## config.mk

```make
export PLATFORM = sky130hd
export DESIGN_NAME = conv_window_fetcher
export DESIGN_NICKNAME = d
export VERILOG_FILES = /design/src/rtl/conv_window_fetcher.sv
export SDC_FILE = /design/constraint.sdc
export NUM_CORES = 2
export LEC_CHECK = 0
export CORE_AREA = 2 2 338 340
export CTS_CLUSTER_DIAMETER = 150
export DETAILED_ROUTE_END_ITERATION = 10
export DIE_AREA = 0 0 340 342
export PLACE_DENSITY = 0.5
export SKIP_LAST_GASP = 1
export SLEW_MARGIN = 20
export SYNTH_ARGS = -nofsm -noshare
export SYNTH_HDL_FRONTEND = slang
export SYNTH_SLANG_ARGS = --single-unit
```

## constraint.sdc

```tcl
create_clock -name clk -period 6.45 [get_ports clk]
set_input_delay 0.9675 -clock clk [delete_from_list [all_inputs] [get_ports clk]]
set_output_delay 0.9675 -clock clk [all_outputs]
set_load 0.01 [all_outputs]
```

## src/rtl/conv_window_fetcher.sv

```systemverilog
// conv_window_fetcher: fetches every K x K stride-1 window of a stored map; define COLUMN_REUSE_EN to reuse columns on horizontal steps
module conv_window_fetcher #(
    parameter int DATA_WIDTH = 32,
    parameter int IMG_W      = 28,
    parameter int IMG_H      = 28,
    parameter int K          = 5,
    localparam int ADDR_W    = $clog2(IMG_W * IMG_H),
    localparam int RW        = $clog2(IMG_H),
    localparam int CW        = $clog2(IMG_W)
) (
    input  logic                       clk,
    input  logic                       rst,
    input  logic                       Start,
    output logic                       Busy,
    output logic                       Done,
    output logic                       Mem_Enable_Read,
    output logic [ADDR_W-1:0]          Mem_Address,
    input  logic [DATA_WIDTH-1:0]      Mem_Data,
    output logic                       Window_Valid,
    input  logic                       Window_Ready,
    output logic [K*K*DATA_WIDTH-1:0]  Window,
    output logic [RW-1:0]              Win_Row,
    output logic [CW-1:0]              Win_Col
);
    localparam int KW = $clog2(K + 1);
    localparam int SW = $clog2(K * K);
    localparam logic [KW-1:0] KL = KW'(K - 1);

    typedef enum logic [2:0] {IDLE, FETCH, DRAIN, PRESENT, DONE} state_t;

    state_t            state;
    logic [KW-1:0]     fkr, fkc, nkr, nkc, fkc0, kc0;
    logic              rd_vld, last_col, last_win;
    logic [SW-1:0]     rd_slot;
    logic [RW-1:0]     nrow;
    logic [CW-1:0]     ncol;

    function automatic logic [ADDR_W-1:0] addr_of(input int r, input int c);
        return ADDR_W'(r * IMG_W + c);
    endfunction

    // next read index within the window and next window coordinate after a handshake
    always_comb begin
        last_col = Win_Col == CW'(IMG_W - K);
        last_win = last_col && Win_Row == RW'(IMG_H - K);
        nrow     = last_col ? Win_Row + RW'(1) : Win_Row;
        ncol     = last_col ? '0 : Win_Col + CW'(1);
`ifdef COLUMN_REUSE_EN
        kc0      = last_col ? '0 : KL;
        fkc0     = (Win_Col != '0) ? KL : '0;
`else
        kc0      = '0;
        fkc0     = '0;
`endif
        nkc      = (fkc == KL) ? fkc0 : fkc + KW'(1);
        nkr      = (fkc == KL) ? fkr + KW'(1) : fkr;
    end

    // window walk FSM: issue reads, capture returned pixels into their slots, hold window until accepted
    always_ff @(posedge clk) begin
        if (rst) begin
            state           <= IDLE;
            Busy            <= 1'b0;
            Done            <= 1'b0;
            Mem_Enable_Read <= 1'b0;
            Mem_Address     <= '0;
            Window_Valid    <= 1'b0;
            Window          <= '0;
            Win_Row         <= '0;
            Win_Col         <= '0;
            fkr             <= '0;
            fkc             <= '0;
            rd_vld          <= 1'b0;
            rd_slot         <= '0;
        end else begin
            rd_vld  <= Mem_Enable_Read;
            rd_slot <= SW'(int'(fkr) * K + int'(fkc));
            if (rd_vld)
                Window[rd_slot*DATA_WIDTH +: DATA_WIDTH] <= Mem_Data;
            Done <= 1'b0;
            case (state)
                IDLE: if (Start) begin
                    state           <= FETCH;
                    Busy            <= 1'b1;
                    Win_Row         <= '0;
                    Win_Col         <= '0;
                    fkr             <= '0;
                    fkc             <= '0;
                    Mem_Enable_Read <= 1'b1;
                    Mem_Address     <= '0;
                end
                FETCH: if (fkr == KL && fkc == KL) begin
                    Mem_Enable_Read <= 1'b0;
                    state           <= DRAIN;
                end else begin
                    fkr         <= nkr;
                    fkc         <= nkc;
                    Mem_Address <= addr_of(int'(Win_Row) + int'(nkr), int'(Win_Col) + int'(nkc));
                end
                DRAIN: begin
                    state        <= PRESENT;
                    Window_Valid <= 1'b1;
                end
                PRESENT: if (Window_Ready) begin
                    Window_Valid <= 1'b0;
                    if (last_win) begin
                        state <= DONE;
                        Done  <= 1'b1;
                        Busy  <= 1'b0;
                    end else begin
                        state           <= FETCH;
                        Mem_Enable_Read <= 1'b1;
                        Win_Row         <= nrow;
                        Win_Col         <= ncol;
                        fkr             <= '0;
                        fkc             <= kc0;
                        Mem_Address     <= addr_of(int'(nrow), int'(ncol) + int'(kc0));
`ifdef COLUMN_REUSE_EN
                        if (!last_col)
                            for (int i = 0; i < K * K; i++)
                                if (i % K != K - 1)
                                    Window[i*DATA_WIDTH +: DATA_WIDTH] <= Window[(i+1)*DATA_WIDTH +: DATA_WIDTH];
`endif
                    end
                end
                DONE: state <= IDLE;
                default: state <= IDLE;
            endcase
        end
    end
endmodule

```

==> results.json <==
{
  "die_x_um": 340,
  "routedWlPerCell_um": 24.5,
  "avgSynthCellArea_um2": 7.88,
  "power_leakage_nw": 15.0,
  "num_io_pins": 860,
  "drt-initial-drc-count": 2557,
  "holdPathStages": 2,
  "cts_buffers": 97,
  "rr_worst_depth": 19,
  "fmax_ghz": 0.198,
  "totalWireLength_um": 153000,
  "final_hold_viol_count": 0,
  "portBuffers": 859,
  "arrival_ps": 5630,
  "cts_resized": 0,
  "final_area_mm2": 0.0445,
  "fin_crit_sh": 0.784,
  "dieArea_mm2": 0.116,
  "grt_max_degree": 237,
  "first_pass_iters": 5,
  "hp-start": "Window[600]",
  "syn2layout_area_growth_pct": 40.9,
  "nNetsFinal": 4763,
  "clk_pin_slew_ps": 60,
  "cts_hold_buf": 0,
  "mostFrequentLayoutCells": "nand2_1, dfxtp_1, clkdlybuf4s50_1",
  "drcViolationCount": 0,
  "clockBufferDepth": 3,
  "final_common_cell": "nand2_1",
  "comb_power_share": 0.041,
  "power_frac_seq": 0.454,
  "hold_path.class": "register to register",
  "slowest_stage": "fa_1",
  "track_usage": 0.252,
  "num_rows": 124,
  "grt_pass1_wl_um": 211000,
  "cts_tree": "done",
  "antenna_found_initial": 6,
  "ys.flop_type": "dfxtp_1",
  "via_count": 29616,
  "insertion_delay_ps": 700,
  "crit_buf_inv": 3,
  "netSwitchingFraction": 0.244,
  "grt_overflow": 0,
  "critical_path_depth": 19,
  "cp-start-kind": "register",
  "grt_pass1_vias": 27276,
  "switchingPower_w": 0.00279,
  "yosysWarnings": 0,
  "crit_family": "adder cells",
  "synth_edf_count": 0,
  "syn_nets": 4107,
  "finalClockSkew_ps": 28.7,
  "path_cells": "inv_1, ha_1, nand2_1, mux2_2, ha_1, a21o_1, a21oi_1, xnor2_1, inv_1, fa_1, inv_1, fa_1, ha_1, o21ai_0, a21oi_1, o21bai_1, o311ai_0, o31ai_1, o41ai_1",
  "fillerInstances": 11571,
  "drive_gt1_frac": 0.0622,
  "slew_viol_final": 0,
  "fin_tns_setup_ps": 0,
  "r2r_slack_ps": 1400,
  "cts_sinks": 839,
  "synth_seq_cells": 839,
  "rsz0062_at_grt": "no",
  "gp_congestion": 0.839,
  "path_class": "register to register",
  "dpl_cell_area_mm2": 0.0412,
  "cts_root_buf": "clkbuf_16",
  "multi_input_area_mm2": 0.0134,
  "dpl.hpwl_um": 100000,
  "syn-cell-area_mm2": 0.0316,
  "maxCapViolations": 0,
  "cp.required_ps": 7020,
  "start_util": 0.279,
  "min_period_ps": 5050,
  "via_per_inst": 4.73,
  "reg2reg_from": "fkc[0]",
  "synthArstFlopShare": 0,
  "clkPwrFrac": 0.504,
  "slew-limit-headroom": 0.252,
  "max_stage_delay_ps": 570,
  "power_density_mw_per_mm2": 258,
  "synthCells": 4010,
  "die_height_um": 342,
  "internal_power_w": 0.00867,
  "cts_setup_buffers": 0,
  "ir_drop_v": 0.000223,
  "ys_seq_area_frac": 0.532,
  "critical_path.startpoint": "fkc[0]",
  "end_kind": "register",
  "ant_nets": 0,
  "setup_viol": 0,
  "h-tree-depth": 3,
  "seq_area_mm2": 0.0168,
  "netlist-cell-type-count": 59,
  "tightest_slew_ps": 1120,
  "crit_path_max_fanout": 6,
  "core_mm2": 0.113,
  "status": "completed"
}
[metal layers]
| metal | routed length, µm | GRT usage | up-vias |
|---|---|---|---|
| met3 | 12500 | 0.0747 | 179 |
| met5 | 13 | 0 | - |
| met2 | 72100 | 0.412 | 1043 |
| met1 | 63800 | 0.315 | 14111 |
| li1 | - | - | 14281 |
| met4 | 4920 | 0.0849 | 2 |
[per-stage QoR]
step | total power, W | setup WS, ps | hold slack, ps | instances | util
final | 0.0115 | 1400 | 449 | 6257 | 0.394
after global routing | 0.0118 | 1010 | 465 | 6256 | 0.394
after CTS | 0.0116 | 1370 | 452 | 6255 | 0.393
after detailed placement | 0.00580 | 1410 | 443 | 6078 | 0.364
after global placement | 0.00580 | 1420 | 437 | 6078 | 0.364
after floorplan | 0.00555 | 1830 | 476 | 4010 | -
[synth_stat cells (3+ instances only)]
library cell  count  area, µm²
nor2b_1           9       56.3
dfxtp_1         839      16800
nor2_1          219        822
o21ai_0          15       75.1
a21o_1           10       75.1
nor3_1           27        135
nand3b_1          9       67.6
a21oi_1         774       3870
inv_1            42        158
and2_1            4       25.0
or2_2             8       50.1
or3_1             3       18.8
nand2_1        1389       5210
a211oi_1          5       37.5
fa_1             16        320
buf_4             3       22.5
xor2_1           16        140
nor4_1           16        100
buf_1             5       18.8
nand3_1          50        250
a22oi_1           5       37.5
o21bai_1          5       37.5
xnor2_1          11       96.3
nand2b_1         10       62.6
and2_0            5       31.3
mux2i_1          66        661
nand4_1          10       62.6
o31ai_1           4       30.0
buf_2            65        325
a31oi_1           3       18.8
clkbuf_1        282       1060
ha_1             45        563
[worst reg2reg max path, cell delays in order, from the launching register on]
cell      delay, ps
dfxtp_1         400
inv_1            60
ha_1            240
nand2_1         200
mux2_2          400
ha_1            280
a21o_1          150
a21oi_1         220
xnor2_1         210
inv_1           170
fa_1            570
inv_1            70
fa_1            500
ha_1            330
o21ai_0          90
a21oi_1         180
o21bai_1        140
o311ai_0        310
o31ai_1         130
o41ai_1         320
[kinds of logic (layout without fill, tap and decap cells)]
kind of cell	Yosys count	count (layout)	share of synthesized area
AND/OR/NAND/NOR	1775	1775	0.222
AO/OA/AOI/OAI	841	841	0.138
flip-flops	839	839	0.532
buffers and inverters	399	1133	0.0504
multiplexers	68	68	0.0216
adder cells (fa/ha/maj)	61	61	0.0280
XOR/XNOR	27	27	0.00749
other	0	1	0
[sequential cells by signal (all words and copies together), names as in the netlist]
name,count
Window,800
Mem_Address,10
Win_Col,5
Win_Row,5
rd_slot,5
fkc,3
fkr,3
state,3
Busy,1
Done,1
Mem_Enable_Read,1
Window_Valid,1
rd_vld,1
[layout make-up]
cell class	instances	share of cell area
flip-flops and latches	839	0.377
multi-input cells	2772	0.301
repair buffers	914	0.201
clock buffers	142	0.0644
well taps	1512	0.0425
clock inverters	35	0.0104
inverters	42	0.00354
diodes	1	0.0000562
[worst paths after layout]
check                        end
hold / removal       Window[600]
hold reg to reg      Window[600]
setup / recovery  Mem_Address[9]
setup reg to reg  Mem_Address[9]
[power groups by stage]
stage	Combinational, W	Sequential (W)	Clock (W)
after floorplan	0.000222	0.00533	0
after global placement	0.000479	0.00532	0
after detailed placement	0.000477	0.00532	0
after CTS	0.000478	0.00521	0.00590
after global routing	0.000493	0.00521	0.00611
final	0.000475	0.00521	0.00578
Note: power is estimated with default switching activity, not from simulation.
